$ cat config.mk
export PLATFORM = sky130hd
export DESIGN_NAME = imem_boot_fetch_ctrl
export DESIGN_NICKNAME = d
export VERILOG_FILES = /design/src/rtl/imem_boot_fetch_ctrl.sv
export SDC_FILE = /design/constraint.sdc
export NUM_CORES = 1
export LEC_CHECK = 0
export ABC_AREA = 1
export CAP_MARGIN = 5
export CORE_UTILIZATION = 44
export DETAILED_ROUTE_END_ITERATION = 8
export PLACE_DENSITY = 0.85
export SLEW_MARGIN = 5
export SYNTH_ARGS = -nofsm -noshare
export SYNTH_HDL_FRONTEND = slang
export SYNTH_SLANG_ARGS = --single-unit
$ cat constraint.sdc
create_clock -name clk -period 3.5 [get_ports clk]
set_clock_uncertainty 0.1 [all_clocks]
set_input_delay 0.7 -clock clk [delete_from_list [all_inputs] [get_ports clk]]
set_output_delay 0.7 -clock clk [all_outputs]
set_load 0.01 [all_outputs]
$ cat src/rtl/imem_boot_fetch_ctrl.sv
// rtl/imem_boot_fetch_ctrl.sv - boot loader sequencer and one-entry fetch stage for the instruction memory
module imem_boot_fetch_ctrl #(
    parameter int                ADDR_W   = 10,
    parameter logic [ADDR_W-1:0] RESET_PC = '0
) (
    input  logic              clk,
    input  logic              reset,
    input  logic              ld_valid,
    output logic              ld_ready,
    input  logic [7:0]        ld_byte,
    input  logic              ld_last,
    output logic              mem_we,
    output logic [ADDR_W-1:0] mem_waddr,
    output logic [7:0]        mem_wdata,
    output logic [ADDR_W-1:0] mem_raddr,
    input  logic [31:0]       mem_rdata,
    output logic              if_valid,
    input  logic              if_ready,
    output logic [31:0]       if_instr,
    output logic [ADDR_W-1:0] if_pc,
    input  logic              redirect_valid,
    input  logic [ADDR_W-1:0] redirect_pc,
    output logic              booting,
    output logic              boot_overflow,
    output logic              misalign
);

    typedef enum logic {
        ST_BOOT = 1'b0,
        ST_RUN  = 1'b1
    } state_t;

    state_t            state;
    logic [ADDR_W-1:0] wptr;
    logic [ADDR_W-1:0] pc;
    logic              in_boot;
    logic              load;

    assign in_boot = (state == ST_BOOT);

    // Gating with reset drops an in-flight loader byte the moment reset rises.
    assign ld_ready  = in_boot && !reset;
    assign mem_we    = ld_ready && ld_valid;
    assign mem_waddr = wptr;
    assign mem_wdata = ld_byte;
    assign mem_raddr = pc;
    assign booting   = in_boot;
    assign load      = !if_valid || if_ready;

    always_ff @(posedge clk or posedge reset) begin
        if (reset) begin
            state         <= ST_BOOT;
            wptr          <= '0;
            pc            <= RESET_PC;
            if_valid      <= 1'b0;
            if_instr      <= '0;
            if_pc         <= '0;
            boot_overflow <= 1'b0;
            misalign      <= 1'b0;
        end else begin
            case (state)
                ST_BOOT: begin
                    if (ld_valid) begin
                        wptr <= wptr + ADDR_W'(1);
                        if (&wptr) begin
                            boot_overflow <= 1'b1;
                        end
                        if (ld_last) begin
                            state <= ST_RUN;
                            pc    <= RESET_PC;
                        end
                    end
                end
                ST_RUN: begin
                    // A redirect discards the held instruction even if decode is taking it.
                    if (redirect_valid) begin
                        if_valid <= 1'b0;
                        pc       <= {redirect_pc[ADDR_W-1:2], 2'b00};
                        if (redirect_pc[1:0] != 2'b00) begin
                            misalign <= 1'b1;
                        end
                    end else if (load) begin
                        if_instr <= mem_rdata;
                        if_pc    <= pc;
                        if_valid <= 1'b1;
                        pc       <= pc + ADDR_W'(4);
                    end
                end
                default: state <= ST_BOOT;
            endcase
        end
    end

endmodule

# After elaboration in Yosys (flattened, before gate mapping)
# Cells that the tools add are included.
[totals]
latchBits = 0
output_inout_bits = 76
ramBits = 0
n_memories = 0
romBits = 0
word_cells = 38
inputBits = 56
ff_bits = 66
[op_classes]
addsub = 2
n_shift = 0
n_mux = 10
n_div = 0
order_cmp = 0
n_eq_ne = 3
n_reduce_logical = 13
multipliers = 0
n_bitwise = 2
[ops]
columns = ["cell", "n"]
rows = [
  ["$mux 10", 4],
  ["$pmux 10 s2", 1],
  ["$reduce_and 12->1", 1],
  ["$add 10x1->10 const B", 1],
  ["$add 10x3->10 const B", 1],
  ["$reduce_and 3->1", 3],
  ["$mux 1", 5],
  ["$ne 2x2->1 const B", 2],
  ["$reduce_and 2->1", 2],
  ["$reduce_bool 2->1", 2],
  ["$ne 3x2->1 const B", 1],
  ["$logic_and 1x1->1", 2],
  ["$logic_not 1->1", 2],
  ["$not 1->1", 2],
  ["$logic_or 1x1->1", 1],
]

# Longest topological paths before layout
# Gate-level depths: netlist (run 1).
[depth]
depth_word = 5
depth_mapped = 9
depth_no_buf = 8

# Least setup slack after synthesis (run 1)
# No wires, ideal clock.
[synth_timing]
path_type = "input port to output port"
start = "in ld_valid"
end = "out mem_we"
arrival_time_ps = 1031
required_time_ps = 2700
slack_ps = 1669
stages = 2
path_buffers = 0
cell_sequence = "nand2_1 > nor2_1"
[synth_via]
elab_chain_cells = 1
[synth_lines]
columns = ["item", "line_no", "rtl"]
rows = [
  ["start, declared", "8", "input logic ld_valid,"],
  ["$logic_and 1x1->1", "43", "assign mem_we = ld_ready && ld_valid;"],
  ["end, declared", "12", "output logic mem_we,"],
]
# Every way passes these cells.

# Final worst setup path (run 1)
# Ends and elaborated chain as after synthesis.

==> results.toml, run 1 <==
[setup_path]
critPathArrivalTime_ns = 2.04
cp_top_family = "buffers and inverters"
start_kind = "primary input"
cp_data_required_time_ns = 2.70
crit_type = "in -> out"
cpMostUsedCell = "clkdlybuf4s50_1"
slowest_stage = "clkdlybuf4s50_1"
crit_chain = "clkdlybuf4s50_1, nand2_1, nor2_1, clkdlybuf4s50_1"
r2r_setup_slack_ns = 1.53
end_kind = "primary output"
crit_buf_inv = 2
path_max_fanout = 8
cpPeakStageDelay_ns = 0.55

[grt]
track_usage_pct = 19.4
antenna_found_initial = 0
grt_first_pass_wirelength_mm = 9.69
grt_max_degree = 63
grt_pass1_vias = 2207
grt_remaining_overflow = 0

[clock_network]
clockBufferDepth = 2
postCtsHoldBufs = 0
numClockSinks = 62
post_cts_buffers = 0
clk_pin_slew_ns = 0.06
h-tree-depth = 3
root_buffer = "clkbuf_8"
clk_latency_ns = 0.32
cts-buffers-inserted = 9
cts_resized = 0
cts_tree = "built"

[drt]
drt_first_pass_iters = 5
drtIter0Drc = 79
wire_per_inst_um = 13.6
vias_per_cell = 4.84
vias = 2231
drc_errors = 0
wl_mm = 6.26
ant_nets = 0

[min_path]
hp-class = "reg -> reg"

[yosys]
synth-warning-count = 0
synth-edff-count = 0
yosysMostFrequentCell = "dfrtp_1"
synth_top_area_cell = "dfrtp_1"
synth_cell_types = 26
synth-main-ff-cell = "dfrtp_1"
ys_top_cells_by_count = "dfrtp_1, nand2_1, mux2_2"
synth_cells = 272
synth_top_area_share_pct = 55.6
ys_seq_elements = 62
avgSynthCellArea_sq_um = 10.3
synth-async-reset-ratio_pct = 100
ys_seq_area_share_pct = 55.6
synth_area_leaders = "dfrtp_1, mux2_2, nand2_1"
syn_area_sq_um = 2790

[timing]
fin_tns_setup_ns = 0
hold_viol = 0
relSlewSlack_pct = 45.4
fin_crit_ns = 2.84
finalSetupViolCount = 0
rsz0062_at_grt = "false"
max_freq_mhz = 352
tightest_slew_ns = 0.817
slew_violations = 0
period_share_pct = 81.1

[floorplanning]
start_util_pct = 46.3
die_w_um = 81.7
fp.dieArea_sq_um = 6670
ios = 132
die_h_um = 81.7
core-area_sq_um = 6030
rows = 28

[power_and_ir_drop]
leakage_uw = 0.00185
power_density_nw_per_um2 = 434
peakVddDrop_v = 0.000216

[layout]
stdcell_area_sq_um = 4050
syn2layout_area_growth_pct = 44.9
seqCellArea_sq_um = 1550
diodes = 0
nNetsFinal = 440
multi_input_area_sq_um = 1020
drive_gt1_share_pct = 13.5
final_core_util_pct = 67.2
fillers = 477

[status]
status = "finished clean"

[placed_design]
port_buffers = 111
hpwlAfterDp_mm = 4.62
place_area_sq_um = 3900
gp_congestion = 0.842

[flow_run]
max_cap_viol_count = 0
final timing paths:
kind / from / to / cells after the start
worst max-delay path: ld_valid / mem_we / 4
worst min-delay path: boot_overflow / boot_overflow / 1
worst max register to register: state / if_pc[6] / 6
worst min register to register: boot_overflow / boot_overflow / 1
max in group asynchronous: reset / if_instr[29] / 3
min in group asynchronous: reset / mem_waddr[0] / 3
report_power, final:
part	total (uW)	internal (uW)	switching, uW
registers	848	795	52.4
clock network	496	252	245
logic	412	248	164
through the flow:
stage,setup WS [ns],hold slack [ns],total power [uW],std cells
finish,0.663,0.369,1760,461
global route,0.583,0.400,1850,461
CTS,0.661,0.378,1780,461
detailed placement,0.673,0.360,1280,446
global placement,0.685,0.342,1260,446
floorplan,1.16,0.393,1040,275
layout by cell type (no fill, tap or decap), drive strengths merged:
cell,instances
nand3b,1
nor3,1
a22oi,1
o21bai,1
inv,25
buf,3
o21ai,15
a21oi,4
nand3,11
nand2,61
nor2,25
clkbuf,13
mux2,32
nand4,3
ha,2
clkdlybuf4s50,111
dfrtp,62
conb,4
xor2,3
clkinv,2
a21o,1
xnor2,5
flip-flops by register name, summed over array words and instances, names as in the netlist:
signal / count
state: 1
if_instr: 32
if_valid: 1
mem_waddr: 10
mem_raddr: 8
boot_overflow: 1
misalign: 1
if_pc: 8
kinds of logic after synthesis:
kind of cell / after synthesis / synth area share (%)
flops: 62 / 55.6
mux: 32 / 13.4
fa+ha+maj: 2 / 0.896
buf+inv: 43 / 8.15
simple gates: 102 / 15.1
other cells: 1 / 0.134
xor+xnor: 8 / 2.51
compound gates: 22 / 4.21
routing by layer:
layer | global-route usage [%] | vias to the layer above | part of all wire, %
li1 | - | 1073 | -
met1 | 21.8 | 1045 | 40
met2 | 34.1 | 101 | 50
met3 | 5.33 | 12 | 9.3
met4 | 8.95 | 0 | 1.5
met5 | 0 | - | 0
final cells by class:
cell class,count,share of cell area (%)
Clock buffer,13,3.43
Clock inverter,2,0.247
Inverter,25,2.32
Multi-Input combinational cell,170,25.3
Sequential cell,62,38.3
Tap cell,75,2.32
Timing Repair Buffer,114,28.0
(Power assumes the default switching activity.)
==> run 2: changes to the inputs <==
CORE_UTILIZATION = 37   (was 44)
PLACE_DENSITY = 0.76   (was 0.85)
clock period = 2.53 ns   (was 3.5 ns; I/O delays follow)
==> run 2 against run 1 <==
Against the previous run:
- utilization decreased by 11 points
- final cell count grew 4.8%
- clock power up 34%
- sequential power increased by 38%
- largest power group unchanged
==> results.toml, run 2 (same netlist as run 1, synthesis figures left out) <==
[floorplanning]
fp.dieArea_sq_um = 7900
core-area_sq_um = 7290
die_w_um = 88.9
start_util_pct = 38.3
rows = 31
die_h_um = 88.9
ios = 132

[timing]
slew_violations = 0
fin_tns_setup_ns = 0
rsz0062_at_grt = "false"
hold_viol = 0
max_freq_mhz = 434
finalWorstSetupSlack_ns = 0.228
period_share_pct = 91.0
fin_crit_ns = 2.30
finalSetupViolCount = 0

[layout]
largest_reg_flops = 32
fillers = 664
syn2layout_area_growth_pct = 46.6
multi_input_area_sq_um = 1020
nNetsFinal = 440
stdcell_area_sq_um = 4100
diodes = 0
drive_gt1_share_pct = 13.8
regMostFlops = "if_instr"
mostFrequentLayoutCells = "clkdlybuf4s50_1, dfrtp_1, nand2_1"
layout_commonest_cell = "clkdlybuf4s50_1"
seqCellArea_sq_um = 1550
finalNonFillerCells = 483

[setup_path]
end_kind = "primary output"
cp_data_required_time_ns = 1.92
critPathArrivalTime_ns = 1.70
path_max_fanout = 2
crit_type = "in -> out"
start_kind = "primary input"

[grt]
antenna_found_initial = 0
track_usage_pct = 16.0
grt_max_degree = 63
grt_remaining_overflow = 0
grt_pass1_vias = 2110
grt_first_pass_wirelength_mm = 9.44

[clock_network]
clk_latency_ns = 0.32
post_cts_buffers = 0
root_buffer = "clkbuf_8"
clockBufferDepth = 2
numClockSinks = 62
clk_pin_slew_ns = 0.06
h-tree-depth = 3
postCtsHoldBufs = 0
cts_tree = "built"
cts-buffers-inserted = 9
cts_resized = 0

[drt]
vias = 2142
wl_mm = 6.04
vias_per_cell = 4.43
drt_first_pass_iters = 4
ant_nets = 0
drc_errors = 0
wire_per_inst_um = 12.5
drtIter0Drc = 79

[placed_design]
hpwlAfterDp_mm = 4.45
placed_cells = 470
port_buffers = 111
place_area_sq_um = 3950
gp_congestion = 0.804
place_ws_ns = 0.214

[min_path]
hp-class = "reg -> reg"

[flow_run]
max_cap_viol_count = 0

[status]
status = "finished clean"

[power_and_ir_drop]
peakVddDrop_v = 0.000273
power_density_nw_per_um2 = 587
leakage_uw = 0.00186
run 2: worst paths after layout:
| check | from | endpoint | slack [ns] | cells past startpoint |
|---|---|---|---|---|
| setup reg to reg | state | if_instr[7] | 0.99 | 5 |
| setup / recovery | ld_valid | mem_we | 0.23 | 4 |
| hold / removal | misalign | misalign | 0.37 | 1 |
| max in group asynchronous | reset | if_instr[4] | 1.54 | 3 |
| min in group asynchronous | reset | mem_raddr[7] | 0.52 | 3 |
| hold reg to reg | misalign | misalign | 0.37 | 1 |
run 2: layout make-up:
| class | instances | area share (%) |
|---|---|---|
| clock buffers | 10 | 3.12 |
| clock inverters | 3 | 0.367 |
| inverters | 25 | 2.29 |
| multi-input cells | 170 | 25.0 |
| flip-flops and latches | 62 | 37.9 |
| well taps | 99 | 3.02 |
| repair buffers | 114 | 28.3 |
run 2: power by group:
part           leakage (uW)  switching [uW]  internal, uW
combinational       0.00104             222           346
sequential         0.000743            68.8          1100
clock             0.0000776             333           333
total               0.00186             624          1780
run 2: critical path: stages:
cell and delay, ns:
clkdlybuf4s50_1 0.49, nand2_1 0.08, nor2_1 0.08, clkdlybuf4s50_1 0.54
run 2: per-stage QoR:
stage / hold WS [ns] / total power (uW) / utilization [%]
floorplan: 0.393 / 1430 / -
global placement: 0.345 / 1750 / 54.2
detailed placement: 0.361 / 1760 / 54.2
CTS: 0.379 / 2440 / 56.2
global route: 0.393 / 2550 / 56.2
finish: 0.371 / 2400 / 56.2
run 2: metal layers:
| metal | wire, um | part of all wire (%) | vias to the layer above | track usage, % |
|---|---|---|---|---|
| met3 | 457 | 7.6 | 6 | 4.85 |
| li1 | - | - | 1072 | - |
| met4 | 59 | 0.98 | 0 | 6.16 |
| met2 | 2890 | 48 | 82 | 26.8 |
| met5 | 0 | 0 | - | 0 |
| met1 | 2640 | 44 | 982 | 19.3 |
==> run 3: changes to the inputs <==
CORE_MARGIN = 10   (was not set)
==> run 3 against run 2 <==
Against the previous run:
- utilization increased by 1.3 points
- die area grew 45%
- combinational power increased by 1%
- total power increased by 14%
- first-iteration DRC count is 32% lower
- hold slack got worse by 0.00063 ns
- count of clock-buffer cells in the layout rose by 3
- global-route usage down 3.5 points
- sequential share of layout area shrank 0.83 points
- critical endpoint unchanged
- highest routed layer unchanged
==> results.toml, run 3 (same netlist as run 1, synthesis figures left out) <==
[power_and_ir_drop]
peakVddDrop_v = 0.000426
power_density_nw_per_um2 = 655
leakage_uw = 0.00191

[grt]
track_usage_pct = 12.5
grt_remaining_overflow = 0
grt_max_degree = 63
grt_pass1_vias = 2224
antenna_found_initial = 0
grt_first_pass_wirelength_mm = 11.5

[setup_path]
critPathArrivalTime_ns = 1.70
crit_chain = "clkdlybuf4s50_1, nand2_1, nor2_1, clkdlybuf4s50_1"
start_kind = "primary input"
cp_data_required_time_ns = 1.92
crit_type = "in -> out"
end_kind = "primary output"
cpPeakStageDelay_ns = 0.54
cpMostUsedCell = "clkdlybuf4s50_1"
slowest_stage = "clkdlybuf4s50_1"
path_max_fanout = 2

[status]
status = "finished clean"

[clock_network]
clockBufferDepth = 2
root_buffer = "clkbuf_8"
cts-buffers-inserted = 9
cts_resized = 0
cts_tree = "built"
h-tree-depth = 3
clk_pin_slew_ns = 0.06
numClockSinks = 62
clk_latency_ns = 0.33
post_cts_buffers = 0
postCtsHoldBufs = 0

[placed_design]
port_buffers = 111
place_area_sq_um = 3950
hpwlAfterDp_mm = 5.43
gp_congestion = 0.814

[min_path]
hp-class = "reg -> reg"

[floorplanning]
die_h_um = 107
ios = 132
fp.dieArea_sq_um = 11400
start_util_pct = 38.3
die_w_um = 107
core-area_sq_um = 7290
rows = 31

[timing]
max_freq_mhz = 433
slew_violations = 0
period_share_pct = 91.3
finalSetupViolCount = 0
rsz0062_at_grt = "false"
fin_tns_setup_ns = 0
hold_viol = 0
fin_crit_ns = 2.31
holdWs_ns = 0.370

[drt]
ant_nets = 0
wire_per_inst_um = 14.5
drt_first_pass_iters = 4
vias_per_cell = 4.45
drc_errors = 0
wl_mm = 7.05
vias = 2163
drtIter0Drc = 54

[layout]
stdcell_area_sq_um = 4190
largest_reg_flops = 32
syn2layout_area_growth_pct = 49.9
nNetsFinal = 440
drive_gt1_share_pct = 14.5
diodes = 0
layout_commonest_cell = "clkdlybuf4s50_1"
regMostFlops = "if_instr"
mostFrequentLayoutCells = "clkdlybuf4s50_1, dfrtp_1, nand2_1"

[flow_run]
max_cap_viol_count = 0
-- run 3: cell type report --
type / count / area, sq um
Timing Repair Buffer: 114 / 1160
Clock buffer: 13 / 169
Sequential cell: 62 / 1550
Fill cell: 660 / 3110
Clock inverter: 3 / 65.1
Inverter: 25 / 93.8
Multi-Input combinational cell: 170 / 1020
Tap cell: 99 / 124
-- run 3: routing by layer --
metal	vias to the layer above	GRT usage [%]	share of wire, %
met5	-	0	0
met4	0	5.03	1.5
met3	17	4.67	6.5
met2	74	20.2	48
met1	993	14.6	44
li1	1079	-	-
-- run 3: worst max-delay path, delay by kind of cell --
kind | cells | cell delay [ns]
buffers and inverters | 2 | 1.02
AND/OR/NAND/NOR | 2 | 0.17
-- run 3: report_power, final --
part | switching [uW] | leakage [uW] | internal [uW]
Sequential | 66.6 | 0.000743 | 1100
Combinational | 230 | 0.00104 | 346
Clock | 365 | 0.000120 | 635
-- run 3: through the flow --
step	util, %	power, uW	setup slack, ns	std cells
2_1_floorplan	-	1430	0.383	275
3_3_place_gp	54.2	1760	0.247	470
3_5_place_dp	54.2	1770	0.217	470
4_1_cts	57.4	2790	0.202	486
5_1_grt	57.4	2880	0.128	486
6_report	57.4	2740	0.220	486
-- run 3: final timing paths --
kind | from | slack (ns) | cells after the start | endpoint
setup / recovery | ld_valid | 0.22 | 4 | mem_we
hold / removal | boot_overflow | 0.37 | 1 | boot_overflow
setup reg to reg | state | 0.99 | 5 | if_instr[30]
hold reg to reg | boot_overflow | 0.37 | 1 | boot_overflow
max in group asynchronous | reset | 1.55 | 3 | if_instr[22]
min in group asynchronous | reset | 0.51 | 3 | if_instr[27]
